===== config.mk =====
export PLATFORM = sky130hd
export DESIGN_NAME = c7bifu_issue_ctl
export DESIGN_NICKNAME = d
export VERILOG_FILES = /design/src/rtl/c7bifu_issue_ctl_pkg.sv /design/src/rtl/c7bifu_issue_ctl_mul_track.sv /design/src/rtl/c7bifu_issue_ctl.sv
export SDC_FILE = /design/constraint.sdc
export NUM_CORES = 1
export LEC_CHECK = 0
export ABC_CLOCK_PERIOD_IN_PS = 2100
export CORE_MARGIN = 5
export CORE_UTILIZATION = 48
export CTS_CLUSTER_SIZE = 12
export DETAILED_ROUTE_END_ITERATION = 10
export PLACE_DENSITY = 0.76
export SLEW_MARGIN = 25
export SYNTH_ARGS = -nofsm -noshare
export SYNTH_HDL_FRONTEND = slang
export SYNTH_HIERARCHICAL = 1
export SYNTH_SLANG_ARGS = --single-unit
export TNS_END_PERCENT = 50

===== constraint.sdc =====
create_clock -name clk -period 2.1 [get_ports clk]
set_input_delay 0.315 -clock clk [delete_from_list [all_inputs] [get_ports clk]]
set_output_delay 0.315 -clock clk [all_outputs]
set_load 0.05 [all_outputs]

===== src/rtl/c7bifu_issue_ctl_pkg.sv =====
// rtl/c7bifu_issue_ctl_pkg.sv - shared state encodings, MUL latency default and tracker entry layout
package c7bifu_issue_ctl_pkg;

    localparam int MUL_LAT_DEF = 3;
    localparam int RIDX_W      = 5;

    typedef enum logic [1:0] {
        ST_IDLE     = 2'd0,
        ST_LSU_BUSY = 2'd1,
        ST_SERIAL   = 2'd2
    } state_e;

    // One MUL tracker slot: {vld, rd[4:0]}
    typedef struct packed {
        logic              vld;
        logic [RIDX_W-1:0] rd;
    } mul_ent_t;

    function automatic logic ridx_live(input logic [RIDX_W-1:0] idx);
        return idx != '0;
    endfunction

endpackage


===== src/rtl/c7bifu_issue_ctl_mul_track.sv =====
// rtl/c7bifu_issue_ctl_mul_track.sv - MUL in-flight tracker: MUL_LAT-deep {vld,rd} shift with registered exit
module c7bifu_mul_track
    import c7bifu_issue_ctl_pkg::*;
#(
    parameter int MUL_LAT = MUL_LAT_DEF
) (
    input  logic              clk,
    input  logic              reset,
    input  logic              push_vld,
    input  logic [RIDX_W-1:0] push_rd,
    output logic              exit_vld,
    output logic [RIDX_W-1:0] exit_rd,
    output logic              any_vld
);

    // Slots 0..MUL_LAT-1 are the pipeline; slot MUL_LAT is the writeback cycle,
    // so the result is usable MUL_LAT cycles after the consumer first sees the busy bit.
    mul_ent_t stg_q [0:MUL_LAT];

    // Shift the tracker one slot per cycle; reset empties every slot.
    always_ff @(posedge clk) begin
        if (reset) begin
            for (int i = 0; i <= MUL_LAT; i++) begin
                stg_q[i] <= '0;
            end
        end else begin
            stg_q[0] <= '{vld: push_vld, rd: push_rd};
            for (int i = 1; i <= MUL_LAT; i++) begin
                stg_q[i] <= stg_q[i-1];
            end
        end
    end

    // Any slot valid blocks serialising instructions.
    always_comb begin
        any_vld = 1'b0;
        for (int i = 0; i <= MUL_LAT; i++) begin
            any_vld = any_vld | stg_q[i].vld;
        end
    end

    assign exit_vld = stg_q[MUL_LAT].vld;
    assign exit_rd  = stg_q[MUL_LAT].rd;

endmodule


===== src/rtl/c7bifu_issue_ctl.sv =====
// rtl/c7bifu_issue_ctl.sv - decode issue controller; C7BIFU_ISSUE_WB_BYPASS_EN enables writeback-cycle bypass
module c7bifu_issue_ctl
    import c7bifu_issue_ctl_pkg::*;
#(
    parameter int MUL_LAT = MUL_LAT_DEF,
    parameter int NREG    = 32
) (
    input  logic              clk,
    input  logic              reset,
    input  logic              dec_vld_d,
    input  logic [RIDX_W-1:0] dec_rs1_d,
    input  logic [RIDX_W-1:0] dec_rs2_d,
    input  logic [RIDX_W-1:0] dec_rd_d,
    input  logic              dec_wen_d,
    input  logic              dec_lsu_d,
    input  logic              dec_mul_d,
    input  logic              dec_serial_d,
    input  logic              exu_lsu_done,
    input  logic [RIDX_W-1:0] exu_lsu_rd,
    input  logic              exu_lsu_wen,
    input  logic              flush,
    output logic              ifu_stall,
    output logic              ctl_issue_d,
    output logic [1:0]        ctl_state,
    output logic [NREG-1:0]   ctl_sb_busy
);

    state_e            state_q;
    logic [NREG-1:0]   sb_q;
    logic [NREG-1:0]   sb_set;
    logic [NREG-1:0]   sb_clr;
    logic [NREG-1:0]   sb_chk;
    logic              trk_exit_vld;
    logic [RIDX_W-1:0] trk_exit_rd;
    logic              trk_any;
    logic              trk_push;
    logic              haz_raw;
    logic              haz_waw;
    logic              haz_lsu;
    logic              haz_ser;
    logic              hazard;
    logic              issue;

    c7bifu_mul_track #(
        .MUL_LAT (MUL_LAT)
    ) u_mul_track (
        .clk      (clk),
        .reset    (reset),
        .push_vld (trk_push),
        .push_rd  (dec_rd_d),
        .exit_vld (trk_exit_vld),
        .exit_rd  (trk_exit_rd),
        .any_vld  (trk_any)
    );

    // Busy bits released this cycle by LSU completion or MUL tracker exit.
    always_comb begin
        sb_clr = '0;
        if (exu_lsu_done && exu_lsu_wen && ridx_live(exu_lsu_rd)) begin
            sb_clr[exu_lsu_rd] = 1'b1;
        end
        if (trk_exit_vld && ridx_live(trk_exit_rd)) begin
            sb_clr[trk_exit_rd] = 1'b1;
        end
    end

`ifdef C7BIFU_ISSUE_WB_BYPASS_EN
    assign sb_chk = sb_q & ~sb_clr;
`else
    assign sb_chk = sb_q;
`endif

    // Hazard detection against the decode fields; r0 never stalls.
    always_comb begin
        haz_raw = (ridx_live(dec_rs1_d) && sb_chk[dec_rs1_d]) ||
                  (ridx_live(dec_rs2_d) && sb_chk[dec_rs2_d]);
        haz_waw = dec_wen_d && ridx_live(dec_rd_d) && sb_chk[dec_rd_d];
`ifdef C7BIFU_ISSUE_WB_BYPASS_EN
        haz_lsu = dec_lsu_d && (state_q == ST_LSU_BUSY) && !exu_lsu_done;
`else
        haz_lsu = dec_lsu_d && (state_q == ST_LSU_BUSY);
`endif
        // Serialising instructions wait for every long-latency writer to drain.
        haz_ser = dec_serial_d && ((|sb_q) || trk_any);
        hazard  = haz_raw || haz_waw || haz_lsu || haz_ser;
    end

    assign issue       = dec_vld_d && !hazard && !flush;
    assign ctl_issue_d = issue;
    assign ifu_stall   = dec_vld_d && hazard && !flush;
    assign trk_push    = issue && dec_mul_d && dec_wen_d && ridx_live(dec_rd_d);

    // Busy bits raised by an issuing long-latency writer.
    always_comb begin
        sb_set = '0;
        if (issue && dec_wen_d && ridx_live(dec_rd_d) && (dec_lsu_d || dec_mul_d)) begin
            sb_set[dec_rd_d] = 1'b1;
        end
    end

    // Scoreboard update and issue FSM; set wins over clear on the same bit.
    always_ff @(posedge clk) begin
        if (reset) begin
            sb_q    <= '0;
            state_q <= ST_IDLE;
        end else begin
            sb_q <= (sb_q & ~sb_clr) | sb_set;
            case (state_q)
                ST_IDLE: begin
                    if (issue && dec_lsu_d) begin
                        state_q <= ST_LSU_BUSY;
                    end else if (dec_vld_d && dec_serial_d && hazard && !flush) begin
                        state_q <= ST_SERIAL;
                    end
                end
                ST_LSU_BUSY: begin
                    if (exu_lsu_done && !(issue && dec_lsu_d)) begin
                        state_q <= ST_IDLE;
                    end
                end
                ST_SERIAL: begin
                    if (issue || flush) begin
                        state_q <= ST_IDLE;
                    end
                end
                default: state_q <= ST_IDLE;
            endcase
        end
    end

    assign ctl_state   = state_q;
    assign ctl_sb_busy = sb_q;

endmodule

==> summary.md, run 1 <==
| Metric | Value |
|---|---|
| Setup-failing EPs final | `38` |
| Final Slew Violations | `0` |
| MaxCap Viol Count | `0` |
| Antenna-violating nets left | `0` |
| Final hold vios | `0` |
| Critical path's largest stage delay | `0.61 ns` |
| RSZ-0062 raised after global routing | `yes` |
| Number of diodes | `0` |
| Post-synth top cells | `58 x dfxtp_1, 45 x nor2b_1, 37 x nand4_1, 24 x mux2i_1` |
| Kind of start point of the critical path | `register` |
| Max Root-Sink Buffers | `2` |
| Top post-synthesis cells by area | `dfxtp_1 31%, nor2b_1 7.5%, mux4_2 7.2%` |
| Final #Nets | `614` |
| Yosys reg bits | `slightly below 60` |
| Die height | `98.5 um` |
| Reg clk slew, reported paths | `0.08 ns` |
| Die width | `98.5 um` |
| Crit path DAT | `3.15 ns` |
| Hold buffers post-CTS | `0` |
| Critical Path RT | `2.39 ns` |
| Initial core utilization | `48.9%` |
| Setup Crit Path Kind | `reg -> reg` |
| Number of antenna violations at the first check in global routing | `0` |
| Overflow after GRT | `0` |
| Tcrit/Tclk final | `136%` |
| Synth top area share | `approximately 31%` |
| GRT Total Usage | `32.9%` |
| Residual DRC | `0` |
| Post-DP Area | `0.00529 mm2` |
| Non-filler cells, final | `691` |
| Pre-CTS setup slack | `-0.868 ns` |
| Status | `finished, violations left` |
| Yosys warns | `6` |
| Post-Route WL | `16.4 mm` |
| Num ports | `66` |
| Cts bufs inserted | `9` |
| Main flop type after synthesis | `dfxtp_1` |
| Pin count of the biggest net entering global routing | `32` |
| Class of the worst hold path | `reg -> reg` |
| Final worst slack | `-0.760 ns` |
| Post-synthesis cell area | `about 0.0038 mm2` |
| Critical Path Slowest Stage Cell | `or4_4` |
| CTS Sinks | `58` |
| Vias after detailed routing | `4472` |
| Slew Limit Headroom | `64.2%` |
| Drt pass-1 iters | `6` |
| Worst Max-Slew Pin Slew | `around 0.54 ns` |
| H-tree Lvls | `3` |
| Core Footprint | `0.00769 mm2` |
| Failing checks | `negative setup slack` |
| Placed insts | `663` |
| Fraction of layout cells with a size suffix above 1 | `between 30% and 40%` |
| Syn Nets | `451` |
| Syn Area/Cell | `8.94 um2` |
| Clock skew | `0.0137 ns` |
| CTS tree | `built` |
| Maximum vdd drop | `around 0.43 mV` |
| Synth async-reset ratio | `0%` |
| Peak Freq | `350 MHz` |
| Most common cell in the netlist | `dfxtp_1` |
| Vias per cell | `6.47` |
| Crit. End Element | `register` |
| Leading area contributor after synthesis | `dfxtp_1` |
| Static leakage | `2.40 nW` |
| Cell Rows | `32` |
| Vias in the first global route | `between 4000 and 5000` |
| Fin util | `75.7%` |
| Root Driver | `clkbuf_8` |
| Final HPWL DP | `roughly 12 mm` |
| Post-synth EDFFs | `0` |
| Pwr/cell area | `522 mW/mm2` |
| Buffers on Ports | `65` |
| Area delta synth->final | `54.7%` |
| Die ar. | `a little under 0.01 mm2` |
| Min cycle time layout | `2.86 ns` |
| DR WL/cell | `23.8 um` |
| Sequential cell area fraction in the yosys report | `30.9%` |
| First-pass GRT wire length | `roughly 24 mm` |
| Worst-skew pair later-pin latency | `~0.36 ns` |
| Finished Cell Area | `0.00582 mm2` |
| Critical path cell sequence | `or4_4 > nor4_4 > nand4_1 > o31ai_2 > o21ai_2 > buf_4 > or4_4 > buf_4 > buf_12 > o21ai_2` |
| Routability cong. | `1.07` |
| 1st-iter DRT viols | `500` |
| Cells after Synth | `421` |
| Critical Path Fanout Max | `7` |
| Library cells used by synthesis | `43` |
what timing repair did:
item / in CTS / in global routing
pin swaps: 7 / 6
setup buffers: 3 / 7
cloned: 2 / 0
endpoints found under the hold margin: 0 / 0
setup endpoints to repair: 39 / 44
gates resized for setup: 20 / 36
cell families after synthesis:
kind of cell           Yosys count  synth area share (%)
multiplexers                    37                  13.9
flip-flops                      58                  30.9
AND/OR/NAND/NOR                196                  31.5
buffers and inverters           43                  5.35
AO/OA/AOI/OAI                   87                  18.4
placed cells by master, fill, tap and decap left out, types with 13 or more instances in the layout:
| cell | n |
|---|---|
| o221ai_1 | 17 |
| o2111ai_1 | 21 |
| o21ai_2 | 30 |
| nand3b_1 | 13 |
| nor2b_1 | 44 |
| dfxtp_1 | 57 |
| nand3_1 | 15 |
| nor2_1 | 13 |
| buf_4 | 124 |
| nand2_1 | 17 |
| mux2i_1 | 20 |
| nand4_1 | 37 |
| clkdlybuf4s50_1 | 40 |
final cells by class:
type                    instances  area [um2]
fillers                       569        1870
repair buffers                190        1720
multi-input cells             320        2540
inverters                       5        18.8
well taps                     102         128
flip-flops and latches         58        1160
clock buffers                   9         124
clock inverters                 7         125
per-layer routing:
metal | GRT usage (%) | vias up | part of all wire [%]
met4 | 16.0 | 0 | 5.3
met2 | 50.1 | 321 | 45
met5 | 0 | - | 0
met3 | 7.15 | 77 | 11
li1 | - | 1978 | -
met1 | 44.3 | 2096 | 39
flip-flops by register name, indices dropped and copies added, names as in the netlist:
name / flops
ctl_sb_busy: 32
ctl_state: 2
u_mul_track/stg_q: 24
metrics by stage:
step | TNS, ns | hold slack (ns) | total power [mW]
after floorplan | -8.34 | 0.379 | 1.41
after global placement | -27.51 | 0.418 | 1.62
after detailed placement | -27.87 | 0.426 | 1.62
after CTS | -21.19 | 0.443 | 2.99
after global routing | -28.33 | 0.462 | 3.12
final | -25.31 | 0.443 | 3.04
where the power goes:
part	internal [mW]	switching, mW
combinational	0.293	0.295
sequential	1.11	0.00860
clock	0.798	0.530
total	2.21	0.833
worst paths after layout:
| path | startpoint | to | slack (ns) | depth (start not counted) |
|---|---|---|---|---|
| setup / recovery | u_mul_track/stg_q[1][5] | ctl_sb_busy[30] | -0.76 | 10 |
| hold / removal | u_mul_track/stg_q[2][1] | u_mul_track/stg_q[3][1] | 0.44 | 1 |
| setup reg to reg | u_mul_track/stg_q[1][5] | ctl_sb_busy[30] | -0.76 | 10 |
| hold reg to reg | u_mul_track/stg_q[2][1] | u_mul_track/stg_q[3][1] | 0.44 | 1 |
worst max-delay path, delay by kind of cell, from the launching register on:
| kind | cells | cell delay (ns) |
|---|---|---|
| AND/OR/NAND/NOR | 4 | 1.49 |
| flip-flops | 1 | 0.31 |
| AO/OA/AOI/OAI | 3 | 0.51 |
| buffers and inverters | 3 | 0.46 |
Note: power is estimated with default switching activity, not from simulation.
==> inputs of run 2 (changes only) <==
--- a/config.mk
+++ b/config.mk
@@ -6,6 +6,7 @@
 export NUM_CORES = 1
 export LEC_CHECK = 0
 export ABC_CLOCK_PERIOD_IN_PS = 2100
+export CORE_ASPECT_RATIO = 0.5
 export CORE_MARGIN = 5
 export CORE_UTILIZATION = 48
 export CTS_CLUSTER_SIZE = 12
==> run 2 against run 1 <==
  * The run still ends with negative setup slack left
  * Clock power up 20%
  * Count of clock-buffer cells in the layout up 2
  * Worst hold slack worse by 0.073 ns
  * Critical path depth fell by 1
  * Non-clock buffer count is 2 higher
  * Utilization grew 4.8 points
  * Sequential share of layout area down 0.64 points
  * Cell count rose by 1.2%
==> summary.md, run 2 (synthesis results as in run 1) <==
| Metric | Value |
|---|---|
| MaxCap Viol Count | `0` |
| TNS Setup | `-23.69 ns` |
| Critical Path Fanout Max | `2` |
| Class of the worst hold path | `in -> reg` |
| Largest register FFs | `32` |
| Root Driver | `clkbuf_16` |
| Vias in the first global route | `~4200` |
| Net Sw Frac | `25.6%` |
| Fraction of layout cells with a size suffix above 1 | `39.9%` |
| Placed insts | `665` |
| Worst-skew pair later-pin latency | `~0.34 ns` |
| Post-Route WL | `16.6 mm` |
| Setup-failing EPs final | `39` |
| Buffers on Ports | `65` |
| Drt pass-1 iters | `5` |
| Tcrit/Tclk final | `135%` |
| Initial core utilization | `50.3%` |
| Final #Nets | `616` |
| Fill cells | `494` |
| Peak Freq | `354 MHz` |
| Finished Cell Area | `0.00603 mm2` |
| Sw Pwr | `around 860 uW` |
| Failing checks | `negative setup slack` |
| Crit. End Element | `output port` |
| Sequential power share | `about 34%` |
| Maximum vdd drop | `0.677 mV` |
| Slew Limit Headroom | `53.1%` |
| Clock skew | `0.00617 ns` |
| Vias per cell | `roughly 6.6` |
| Reg clk slew, reported paths | `0.05 ns` |
| Commonest non-fill, non-tap cell in the layout | `buf_4` |
| Pwr/cell area | `around 560 mW/mm2` |
| DR WL/cell | `23.8 um` |
| Die height | `72.6 um` |
| Most frequent cells in the layout | `119 x buf_4, 55 x dfxtp_1, 45 x nor2b_1, 41 x clkdlybuf4s50_1, 37 x nand4_1` |
| Cts bufs inserted | `9` |
| Number of antenna violations at the first check in global routing | `0` |
| Cell-internal power | `2.50 mW` |
| 1st-iter DRT viols | `632` |
| RSZ-0062 raised after global routing | `yes` |
| H-tree Lvls | `3` |
| CTS tree | `built` |
| Part of the power in combinational logic | `18.9%` |
| Setup Crit Path Kind | `reg -> out` |
| Final hold vios | `0` |
| Die width | `between 100 and 150 um` |
| Post-DP Area | `0.00525 mm2` |
| Status | `finished, violations left` |
| Final Slew Violations | `0` |
| Pin count of the biggest net entering global routing | `32` |
| Cell Rows | `22` |
| Die ar. | `0.00982 mm2` |
| Residual DRC | `0` |
| Vias after detailed routing | `roughly 4600` |
| Core Footprint | `0.00749 mm2` |
| Crit path DAT | `2.51 ns` |
| Antenna-violating nets left | `0` |
| Area delta synth->final | `60.2%` |
| Number of diodes | `0` |
| Kind of start point of the critical path | `register` |
| Static leakage | `2.42 nW` |
| Non-filler cells, final | `699` |
| GRT Total Usage | `33.8%` |
| Critical Path RT | `1.78 ns` |
| Max Root-Sink Buffers | `2` |
| CTS Sinks | `58` |
| Final HPWL DP | `roughly 12 mm` |
| Clk pwr share | `47.6%` |
| Worst Max-Slew Pin Slew | `0.703 ns` |
| First-pass GRT wire length | `roughly 25 mm` |
| Hold WS | `around 0.37 ns` |
| Overflow after GRT | `0` |
| Final worst slack | `-0.727 ns` |
| Min cycle time layout | `2.83 ns` |
| Total power draw | `3.36 mW` |
| Num ports | `66` |
| Routability cong. | `~1.0` |
[run 2: final timing paths]
path	startpoint	endpoint	slack, ns	cells past startpoint
worst min-delay path	dec_rd_d[1]	u_mul_track/stg_q[0][1]	0.37	3
worst max-delay path	u_mul_track/stg_q[1][5]	ifu_stall	-0.73	9
worst min register to register	u_mul_track/stg_q[1][1]	u_mul_track/stg_q[2][1]	0.44	1
worst max register to register	u_mul_track/stg_q[1][5]	ctl_sb_busy[29]	-0.71	10
[run 2: metal layers]
layer	vias up	GRT usage [%]	share of wire, %
met2	365	47.5	41
met4	0	9.94	3.0
met1	2177	45.9	40
met5	-	0	0
met3	63	16.6	16
li1	1980	-	-
[run 2: metrics by stage]
| stage | util (%) | setup WS [ns] |
|---|---|---|
| finish | 80.5 | -0.727 |
| global route | 80.5 | -0.799 |
| CTS | 78.4 | -0.698 |
| detailed placement | 70.1 | -0.905 |
| global placement | 70.1 | -0.865 |
| floorplan | - | -0.337 |
[run 2: worst max-delay path: stages (launching register included)]
cell and delay (ns):
dfxtp_2 0.32, or4_4 0.58, nor4_4 0.15, nand4_1 0.12
o31ai_2 0.28, o21ai_2 0.14, nor4_4 0.20, buf_4 0.18
a21oi_4 0.05, buf_6 0.16
[run 2: power by group through the flow]
stage	clock, mW	combinational, mW	sequential, mW
3_3_place_gp	0	0.467	1.15
6_report	1.60	0.634	1.13
5_1_grt	1.67	0.660	1.13
2_1_floorplan	0	0.254	1.15
4_1_cts	1.59	0.580	1.13
3_5_place_dp	0	0.469	1.15
[run 2: cell type report]
cell class              instances  area (um2)  share of cell area, %
inverters                       5        18.8                  0.311
multi-input cells             320        2620                   43.5
well taps                     108         135                   2.24
flip-flops and latches         58        1160                   19.3
clock inverters                 5        77.6                   1.29
clock buffers                  11         243                   4.03
repair buffers                192        1770                   29.3
[run 2: what timing repair did]
| action | CTS | global route |
|---|---|---|
| setup buffers | 8 | 6 |
| resized for setup | 48 | 24 |
| setup endpoints to repair | 38 | 41 |
| pin swaps | 6 | 18 |
| cloned | 3 | 1 |
| hold buffers | 0 | 0 |
==> inputs of run 3 (changes only) <==
--- a/config.mk
+++ b/config.mk
@@ -11,8 +11,8 @@
 export CORE_UTILIZATION = 48
 export CTS_CLUSTER_SIZE = 12
 export DETAILED_ROUTE_END_ITERATION = 10
+export MAX_ROUTING_LAYER = met4
 export PLACE_DENSITY = 0.76
-export SLEW_MARGIN = 25
 export SYNTH_ARGS = -nofsm -noshare
 export SYNTH_HDL_FRONTEND = slang
 export SYNTH_HIERARCHICAL = 1
==> run 3 against run 2 <==
  * The flow still finishes with violations (negative setup slack)
  * Non-clock buffer count shrank 8
  * Count of clock-buffer cells in the layout unchanged
  * Flip-flop and latch count did not move
  * Routed wire length shrank 0.33%
  * Global-route usage is 1.2 points higher
  * Critical path depth unchanged
  * Total power down 0.95%
  * Combinational power fell by 3.3%
  * Utilization decreased by 1.8 points
  * Sequential power barely moved
  * Clock power barely moved
  * Largest cell class unchanged
  * Largest power group unchanged
  * Highest routed layer unchanged
==> summary.md, run 3 (synthesis results as in run 1) <==
| Metric | Value |
|---|---|
| DR WL/cell | `24.0 um` |
| Num ports | `66` |
| Setup Crit Path Kind | `reg -> out` |
| Kind of start point of the critical path | `register` |
| Min cycle time layout | `between 2 and 3 ns` |
| Tcrit/Tclk final | `134%` |
| GRT Total Usage | `35.1%` |
| Pin count of the biggest net entering global routing | `32` |
| Worst Max-Slew Pin Slew | `around 0.8 ns` |
| TNS Setup | `-22.82 ns` |
| Commonest non-fill, non-tap cell in the layout | `buf_4` |
| Number of antenna violations at the first check in global routing | `0` |
| Initial core utilization | `approximately half` |
| Final HPWL DP | `11.7 mm` |
| Static leakage | `roughly 2.4 nW` |
| Clock skew | `0.00910 ns` |
| Part of the power in combinational logic | `between 10% and 20%` |
| Max Root-Sink Buffers | `2` |
| Pwr/cell area | `~560 mW/mm2` |
| H-tree Lvls | `3` |
| Post-Route WL | `16.6 mm` |
| 1st-iter DRT viols | `about 610` |
| Die ar. | `0.00982 mm2` |
| Root Driver | `clkbuf_16` |
| Cts bufs inserted | `9` |
| FF-to-FF path depth | `9` |
| Overflow after GRT | `0` |
| Placed insts | `658` |
| Vias after detailed routing | `4463` |
| Maximum vdd drop | `0.625 mV` |
| Largest register FFs | `32` |
| Routability cong. | `1.05` |
| Non-filler cells, final | `691` |
| Total power draw | `3.32 mW` |
| Worst-skew pair later-pin latency | `~0.33 ns` |
| First-pass GRT wire length | `24.9 mm` |
| Critical Path RT | `about 1.8 ns` |
| RSZ-0062 raised after global routing | `yes` |
| Fill cells | `541` |
| Most frequent cells in the layout | `115 x buf_4, 57 x dfxtp_1, 44 x nor2b_1, 39 x clkdlybuf4s50_1, 37 x nand4_1` |
| Final hold vios | `0` |
| Number of diodes | `0` |
| Crit path DAT | `around 2.5 ns` |
| Hold Path Depth | `1` |
| Core Footprint | `0.00749 mm2` |
| Residual DRC | `0` |
| Critical Path Fanout Max | `5` |
| Hold WS | `between 0.4 and 0.5 ns` |
| MaxCap Viol Count | `0` |
| Cell Rows | `22` |
| CTS Sinks | `between 50 and 60` |
| Sequential power share | `33.9%` |
| Setup-failing EPs final | `36` |
| Crit. End Element | `output port` |
| Final Slew Violations | `0` |
| Drt pass-1 iters | `5` |
| Final worst slack | `-0.724 ns` |
| Net Sw Frac | `25.3%` |
| Die width | `approximately 140 um` |
| Vias in the first global route | `4217` |
| Area delta synth->final | `56.7%` |
| Antenna-violating nets left | `0` |
| Clk pwr share | `47.7%` |
| Peak Freq | `354 MHz` |
| Buffers on Ports | `65` |
| Sw Pwr | `842 uW` |
| Reg clk slew, reported paths | `~0.050 ns` |
| CTS tree | `built` |
| Slew Limit Headroom | `45.9%` |
| Fraction of layout cells with a size suffix above 1 | `around two fifths` |
| Class of the worst hold path | `reg -> reg` |
| Failing checks | `negative setup slack` |
| Cell-internal power | `2.48 mW` |
| Status | `finished, violations left` |
| Die height | `~73 um` |
| Final #Nets | `608` |
| Vias per cell | `6.46` |
| Reg2Reg Setup Slack | `-0.69 ns` |
-- run 3: changes by cell type in the layout (fill, tap and decap cells not counted), sizes merged --
cell           change
buf                -7
bufbuf             +2
clkbuf             -2
clkdlybuf4s50      -2
dlygate4sd2        +1
-- run 3: per-layer routing --
metal / global-route usage [%] / vias up / part of all wire [%]
met5: - / - / 0
met1: 46.4 / 2081 / 40
met2: 49.7 / 357 / 41
met4: 9.61 / 0 / 3.4
li1: - / 1955 / -
met3: 14.1 / 70 / 15
-- run 3: power groups by stage --
stage	combinational, mW	sequential [mW]	clock (mW)
finish	0.613	1.13	1.59
global route	0.634	1.13	1.65
CTS	0.569	1.13	1.59
detailed placement	0.458	1.15	0
global placement	0.454	1.15	0
floorplan	0.254	1.15	0
-- run 3: path summary, 6_finish.rpt --
path                                start                 endpoint
hold reg to reg   u_mul_track/stg_q[2][2]  u_mul_track/stg_q[3][2]
setup reg to reg  u_mul_track/stg_q[1][5]           ctl_sb_busy[4]
setup / recovery          ctl_sb_busy[18]                ifu_stall
hold / removal    u_mul_track/stg_q[2][2]  u_mul_track/stg_q[3][2]
-- run 3: through the flow --
stage	setup slack (ns)	util, %	instance area (um2)
2_1_floorplan	-0.337	-	3800
3_3_place_gp	-0.828	69.2	5180
3_5_place_dp	-0.895	69.2	5180
4_1_cts	-0.630	77.7	5820
5_1_grt	-0.801	78.8	5900
6_report	-0.724	78.8	5900
-- run 3: final cells by class --
cell class                      count  area [um2]  area share [%]
Clock inverter                      5        77.6            1.32
Inverter                            5        18.8           0.318
Tap cell                          108         135            2.29
Sequential cell                    58        1160            19.7
Timing Repair Buffer              184        1690            28.7
Multi-Input combinational cell    320        2570            43.5
Clock buffer                       11         243            4.12
-- run 3: critical path: stages, from the launching register on --
cell     delay [ns]
dfxtp_1        0.55
mux2i_1        0.16
o32ai_1        0.32
o21ai_0        0.12
a31oi_1        0.31
buf_4          0.19
nor4_4         0.04
buf_4          0.17
a21oi_4        0.14
buf_6          0.17
-- run 3: what timing repair did --
action	CTS	global route
resized for setup	45	13
pin swaps	12	5
setup buffers	11	2
setup endpoints to repair	39	41
hold buffers	0	0
cloned	4	0
